==> config.mk <==
export PLATFORM = sky130hd
export DESIGN_NAME = tower_mac_stream
export DESIGN_NICKNAME = d
export VERILOG_FILES = /design/src/rtl/tower_mac_stream.sv
export SDC_FILE = /design/constraint.sdc
export NUM_CORES = 1
export LEC_CHECK = 0
export CORE_MARGIN = 2
export CORE_UTILIZATION = 34
export CTS_CLUSTER_SIZE = 28
export DETAILED_ROUTE_END_ITERATION = 7
export PLACE_DENSITY = 0.6
export SYNTH_ARGS = -nofsm -noshare
export SYNTH_HDL_FRONTEND = slang
export SYNTH_SLANG_ARGS = --single-unit
==> constraint.sdc <==
create_clock -name clk -period 3 [get_ports clk]
set_clock_uncertainty 0.05 [all_clocks]
set_input_delay 0.3 -clock clk [delete_from_list [all_inputs] [get_ports clk]]
set_output_delay 0.3 -clock clk [all_outputs]
set_load 0.1 [all_outputs]
==> src/rtl/tower_mac_stream.sv <==
// Streaming GF(2^(2^LOG_W)) tower-field multiply-accumulate; emits the inner product on the last beat.
// Latency: last beat accepted in cycle t -> out_valid in cycle t+PIPE+1; one beat per cycle when out_ready=1.
// Backpressure: a held result (out_valid & ~out_ready) freezes every stage and deasserts in_ready.
// Optional term counter / out_count port: define TOWER_MAC_COUNT_EN.

// Multiply an element of T_LOG_W by its own generator X_{LOG_W-1} (X_{-1} = 1).
// With v = lo + hi*X:  v*X = hi + (lo + hi*X_{LOG_W-2})*X, so only one recursion per level.
module tower_mulx #(
    parameter int LOG_W = 1
) (
    input  logic [(1<<LOG_W)-1:0] v_i,
    output logic [(1<<LOG_W)-1:0] p_o
);
    generate
        if (LOG_W == 0) begin : g_leaf
            assign p_o = v_i;
        end else begin : g_node
            localparam int H = (1 << LOG_W) / 2;
            logic [H-1:0] hi_x;
            tower_mulx #(.LOG_W(LOG_W-1)) u_mulx (.v_i(v_i[2*H-1:H]), .p_o(hi_x));
            assign p_o = {v_i[H-1:0] ^ hi_x, v_i[2*H-1:H]};
        end
    endgenerate
endmodule

// Combinational tower product in T_LOG_W, Karatsuba form (three half-width products per level).
module tower_mul #(
    parameter int LOG_W = 1
) (
    input  logic [(1<<LOG_W)-1:0] a_i,
    input  logic [(1<<LOG_W)-1:0] b_i,
    output logic [(1<<LOG_W)-1:0] p_o
);
    generate
        if (LOG_W == 0) begin : g_leaf
            assign p_o = a_i & b_i;
        end else begin : g_node
            localparam int H = (1 << LOG_W) / 2;
            logic [H-1:0] ll, hh, mm, hh_x;
            tower_mul  #(.LOG_W(LOG_W-1)) u_ll (.a_i(a_i[H-1:0]),   .b_i(b_i[H-1:0]),   .p_o(ll));
            tower_mul  #(.LOG_W(LOG_W-1)) u_hh (.a_i(a_i[2*H-1:H]), .b_i(b_i[2*H-1:H]), .p_o(hh));
            tower_mul  #(.LOG_W(LOG_W-1)) u_mm (.a_i(a_i[H-1:0] ^ a_i[2*H-1:H]),
                                               .b_i(b_i[H-1:0] ^ b_i[2*H-1:H]), .p_o(mm));
            tower_mulx #(.LOG_W(LOG_W-1)) u_hx (.v_i(hh), .p_o(hh_x));
            // (al+ah)(bl+bh) - al*bl - ah*bh leaves the cross terms al*bh + ah*bl
            assign p_o = {mm ^ ll ^ hh ^ hh_x, ll ^ hh};
        end
    endgenerate
endmodule

module tower_mac_stream #(
    parameter int LOG_W = 3,
    parameter int PIPE  = 2,
    parameter int CNT_W = 16
) (
    input  logic                   clk,
    input  logic                   rst,
    input  logic                   in_valid,
    output logic                   in_ready,
    input  logic [(1<<LOG_W)-1:0]  in_a,
    input  logic [(1<<LOG_W)-1:0]  in_b,
    input  logic                   in_last,
    output logic                   out_valid,
    input  logic                   out_ready,
    output logic [(1<<LOG_W)-1:0]  out_sum
`ifdef TOWER_MAC_COUNT_EN
    ,
    output logic [CNT_W-1:0]       out_count
`endif
);
    localparam int W = 1 << LOG_W;

    generate
        if (LOG_W < 1 || LOG_W > 7 || PIPE < 0 || PIPE > LOG_W || CNT_W < 1) begin : g_bad_cfg
            $error("tower_mac_stream: illegal LOG_W/PIPE/CNT_W combination");
        end
    endgenerate

    logic         stall;
    logic [W-1:0] prod;
    logic [W-1:0] p_dat;
    logic         p_last;
    logic         p_vld;

    logic [W-1:0] acc_q, acc_d;
    logic [W-1:0] out_sum_q, out_sum_d;
    logic         out_valid_q, out_valid_d;
    logic [W-1:0] sum_s;

    // A result nobody has taken yet blocks the whole datapath, so nothing can be overwritten.
    assign stall    = out_valid_q & ~out_ready;
    assign in_ready = ~stall;

    tower_mul #(.LOG_W(LOG_W)) u_mul (.a_i(in_a), .b_i(in_b), .p_o(prod));

    // The product is formed up front and then delayed PIPE stages; retiming moves these
    // registers into the multiplier tree, and only the cycle count is visible outside.
    generate
        if (PIPE == 0) begin : g_comb
            assign p_dat  = prod;
            assign p_last = in_last;
            assign p_vld  = in_valid;
        end else begin : g_pipe
            logic [PIPE-1:0][W-1:0] dat_q;
            logic [PIPE-1:0]        last_q;
            logic [PIPE-1:0]        vld_q;

            // Shift the product pipeline forward one stage whenever the output is not held.
            always_ff @(posedge clk or posedge rst) begin
                if (rst) begin
                    dat_q  <= '0;
                    last_q <= '0;
                    vld_q  <= '0;
                end else if (!stall) begin
                    dat_q[0]  <= prod;
                    last_q[0] <= in_last;
                    vld_q[0]  <= in_valid;
                    for (int i = 1; i < PIPE; i++) begin
                        dat_q[i]  <= dat_q[i-1];
                        last_q[i] <= last_q[i-1];
                        vld_q[i]  <= vld_q[i-1];
                    end
                end
            end

            assign p_dat  = dat_q[PIPE-1];
            assign p_last = last_q[PIPE-1];
            assign p_vld  = vld_q[PIPE-1];
        end
    endgenerate

    // Fold each arriving product into the running sum; a last product publishes and restarts it.
    always_comb begin
        acc_d       = acc_q;
        out_sum_d   = out_sum_q;
        out_valid_d = out_valid_q;
        sum_s       = acc_q ^ p_dat;
        if (out_valid_q && out_ready) begin
            out_valid_d = 1'b0;
        end
        // A new completion in the same cycle as a handoff keeps out_valid high with the new sum.
        if (p_vld && !stall) begin
            if (p_last) begin
                out_sum_d   = sum_s;
                out_valid_d = 1'b1;
                acc_d       = '0;
            end else begin
                acc_d = sum_s;
            end
        end
    end

    // Accumulator and output registers.
    always_ff @(posedge clk or posedge rst) begin
        if (rst) begin
            acc_q       <= '0;
            out_sum_q   <= '0;
            out_valid_q <= 1'b0;
        end else begin
            acc_q       <= acc_d;
            out_sum_q   <= out_sum_d;
            out_valid_q <= out_valid_d;
        end
    end

    assign out_valid = out_valid_q;
    assign out_sum   = out_sum_q;

`ifdef TOWER_MAC_COUNT_EN
    localparam logic [CNT_W-1:0] CNT_MAX = '1;

    logic [CNT_W-1:0] cnt_q, cnt_d;
    logic [CNT_W-1:0] out_count_q, out_count_d;
    logic [CNT_W-1:0] cnt_inc;

    // Count terms alongside the accumulator, saturating rather than wrapping.
    always_comb begin
        cnt_d       = cnt_q;
        out_count_d = out_count_q;
        cnt_inc     = (cnt_q == CNT_MAX) ? cnt_q : cnt_q + CNT_W'(1);
        if (p_vld && !stall) begin
            if (p_last) begin
                out_count_d = cnt_inc;
                cnt_d       = '0;
            end else begin
                cnt_d = cnt_inc;
            end
        end
    end

    // Term counter and published count.
    always_ff @(posedge clk or posedge rst) begin
        if (rst) begin
            cnt_q       <= '0;
            out_count_q <= '0;
        end else begin
            cnt_q       <= cnt_d;
            out_count_q <= out_count_d;
        end
    end

    assign out_count = out_count_q;
`endif

endmodule
==> results by group <==
Setup path
  – Crit-path cells: clkdlybuf4s50_1 -> buf_4 -> xnor2_1 -> nor3_1 -> buf_4 -> a31oi_4 -> xnor2_1 -> xnor3_1 -> xnor3_1 -> mux2_4
  – Critical path class: in -> reg
  – Worst EP arrival: 2.93 ns
  – R2R Path End: out_sum[5]$_DFFE_PP0P_
  – Worst r2r src: out_valid$_DFF_PP0_
  – CP Launch Point: in_a[6]
  – CP max stage cell: clkdlybuf4s50_1
  – R2R cell count: 4
  – Critical Path RT: roughly 3.1 ns
  – CP Launch Type: primary input
  – Worst Path Max Fanout: 8
  – Critical Path Sink: g_pipe.dat_q[7]$_DFFE_PP0N_
  – Worst path max stage delay: 0.54 ns
  – Flop-to-flop setup slack: 1.23 ns
  – Element type at the critical path end: register

Logic synthesis
  – Post-synth EDFFs: 0
  – Synth top area cells: dfrtp_1 35%, xnor2_1 15%, mux2_2 7.3%, xnor3_1 6.8%, o21ai_0 5.3%
  – Post-synth top area cell: dfrtp_1
  – Top cells by count, synth: 44 x xnor2_1, 37 x dfrtp_1, 31 x nand2_1
  – Sequential share of the synthesized area: 35.2%
  – XOR/XNOR share of the synthesized area: 27.9%
  – Adder-cell share of the synthesized area: 0%
  – Netlist Area Pre-Place: 2630 µm²
  – Mux share of post-synthesis cell area: about 9.0%
  – Area share of the largest cell type after synthesis: 35.2%
  – Most frequent cell after synthesis: xnor2_1
  – Syn nets: 288
  – Yosys cell types: 40
  – Syn Area/Cell: 9.86 µm²
  – Post-synthesis compound-gate area fraction: 9.98%
  – YS warnings: 0
  – FF+latch count, synth: 37
  – Simple-Gate Fraction of Synth Area: approximately 14%
  – Top FF cell, synth: dfrtp_1
  – Post-synthesis instance total: approximately 270
  – Largest family of logic cells by synthesized area: XOR/XNOR gates
  – Fraction of registers with async set/reset: between 90% and 100%

Global route
  – Vias in the first global route: 1949
  – First-pass GRT wire length: 8.67 mm
  – Grt total ovfl: 0
  – GR Util All Layers: 12.7%
  – Largest net degree at the start of global routing: 29
  – Initial antenna violation count: 0

Route
  – Detailed Routing Iterations Pass 1: 4
  – Vias per inst: about 4.6
  – ANT nets after route: 0
  – Remaining DRCs: 0
  – Vias: a little over 2000
  – Per-cell routed wire length: 11.5 µm
  – DR iter-0 viols: 76
  – Post-Route WL: approximately 5.0 mm

Pwr
  – Cell Pwr Density: 876 nW/µm²
  – Peak supply drop: 0.263 mV
  – Power, Total: about 3.0 mW
  – Leakage: 1.49 nW

Clock network
  – Hold_buf cts: 0
  – H-tree levels: 2
  – Worst-Skew Late Latency: 0.29 ns
  – Clk root buf: clkbuf_8
  – CTS sink cnt: 37
  – CTS tree: built
  – Post-CTS setup buffer count: 0
  – CTS buffer count: 5
  – CTS resizes: 0
  – Clock-pin slew on the worst setup and hold paths: 0.07 ns
  – CTS max path bufs: 2

STA
  – Final setup viols: 0
  – Period minus WS final: around 2.8 ns
  – Fin crit share: between 90% and 100%
  – Unrepaired setup endpoints after global routing: no
  – Setup tns final: 0 ns
  – Slew Viols, Final: 0
  – Fin. Hold Viols: 0
  – Slew headroom: between 40% and 50%
  – Worst-margin pin slew: between 0.8 and 0.9 ns
  – Fmax: 356 MHz

Floorplanning
  – IO Pins: 31
  – Initial Util: between 30% and 40%
  – Die Wd: 92.0 µm
  – Core Area: 7610 µm²
  – Die height: 92.0 µm
  – Die ar.: 8460 µm²
  – Placement row count: 32

Place
  – IO buf count: 30
  – Final Wtd Congestion: about 0.8
  – Final HPWL DP: 4.05 mm
  – Placed Cells: 429

Final layout
  – # diodes: 0
  – Layout Cells excl Fill: roughly 440
  – Layout cells sized above 1: 27.2%
  – # fillers: 771
  – Fin util: 44.6%
  – P&R area growth vs syn: 28.8%
  – Fin nets: 355

Outcome
  – Outcome: complete, no violations

Worst hold path
  – Worst min-delay path class: in -> async

Job
  – Max-Cap Viols: 0
-- worst max-delay path: cells and delay by family --
family | cells | cell delay [ns]
multiplexers | 1 | 0.26
XOR/XNOR | 4 | 1.26
AO/OA/AOI/OAI | 1 | 0.03
AND/OR/NAND/NOR | 1 | 0.18
buffers and inverters | 3 | 0.90
-- layer usage --
metal | vias up | GRT usage [%] | share of wire, %
li1 | 1027 | - | -
met1 | 945 | 15.7 | 48
met2 | 35 | 22.4 | 48
met3 | 7 | 2.05 | 3.1
met4 | 0 | 4.60 | 1.7
met5 | - | 0 | 0
-- sequential cells by signal, indices dropped and copies added, names as in the netlist --
name           count
p_dat              8
acc_q              8
g_pipe.vld_q       2
out_valid          1
g_pipe.dat_q       8
g_pipe.last_q      2
out_sum            8
-- report_power, final --
part	switching, mW	leakage [nW]	internal (mW)	total [mW]
Sequential	0.178	0.447	0.734	0.912
Combinational	0.939	0.998	0.788	1.73
Clock	0.171	0.0450	0.161	0.332
-- per-stage QoR --
stage | cell area [µm²] | hold slack (ns) | worst slack (ns)
2_1_floorplan | 2630 | 0.400 | 0.280
3_5_place_dp | 3310 | 0.421 | -0.0899
5_1_grt | 3390 | 0.473 | 0.0786
6_report | 3390 | 0.416 | 0.194
3_3_place_gp | 3310 | 0.413 | -0.0250
4_1_cts | 3390 | 0.437 | 0.188
-- worst min-delay path by stage --
stage	slack [ns]	depth (start not counted)	end	start
final	0.42	2	out_sum[1]$_DFFE_PP0P_	rst
after global routing	0.47	1	acc_q[0]$_DFFE_PP0P_	acc_q[0]$_DFFE_PP0P_
after global placement	0.41	2	out_sum[0]$_DFFE_PP0P_	out_sum[0]$_DFFE_PP0P_
after floorplan	0.40	2	p_dat[7]$_DFFE_PP0N_	g_pipe.dat_q[7]$_DFFE_PP0N_
after detailed placement	0.42	2	out_sum[3]$_DFFE_PP0P_	out_sum[3]$_DFFE_PP0P_
after CTS	0.44	2	out_sum[3]$_DFFE_PP0P_	out_sum[3]$_DFFE_PP0P_
-- cells by family (layout without fill, tap and decap cells) --
logic type      after synthesis  count (layout)
simple gates                 75              75
xor+xnor                     68              68
compound gates               45              45
flops                        37              37
mux                          21              21
buf+inv                      21              89
-- placed cells by master (no fill, tap or decap), types with 13 or more instances in the layout --
master,n
xor2_1,13
mux2_2,17
o21ai_0,28
dfrtp_1,37
nor2_1,22
nand2_1,31
clkdlybuf4s50_1,20
xnor2_1,44
buf_4,57
-- area by class of cell --
cell class | instances | area (µm²) | area share (%)
multi-input combinational | 209 | 1600 | 47.1
sequential | 37 | 926 | 27.3
timing repair buffer | 78 | 648 | 19.1
tap | 102 | 128 | 3.76
clock buffer | 6 | 72.6 | 2.14
inverter | 3 | 11.3 | 0.332
clock inverter | 2 | 10.0 | 0.295
(Power assumes the default switching activity.)
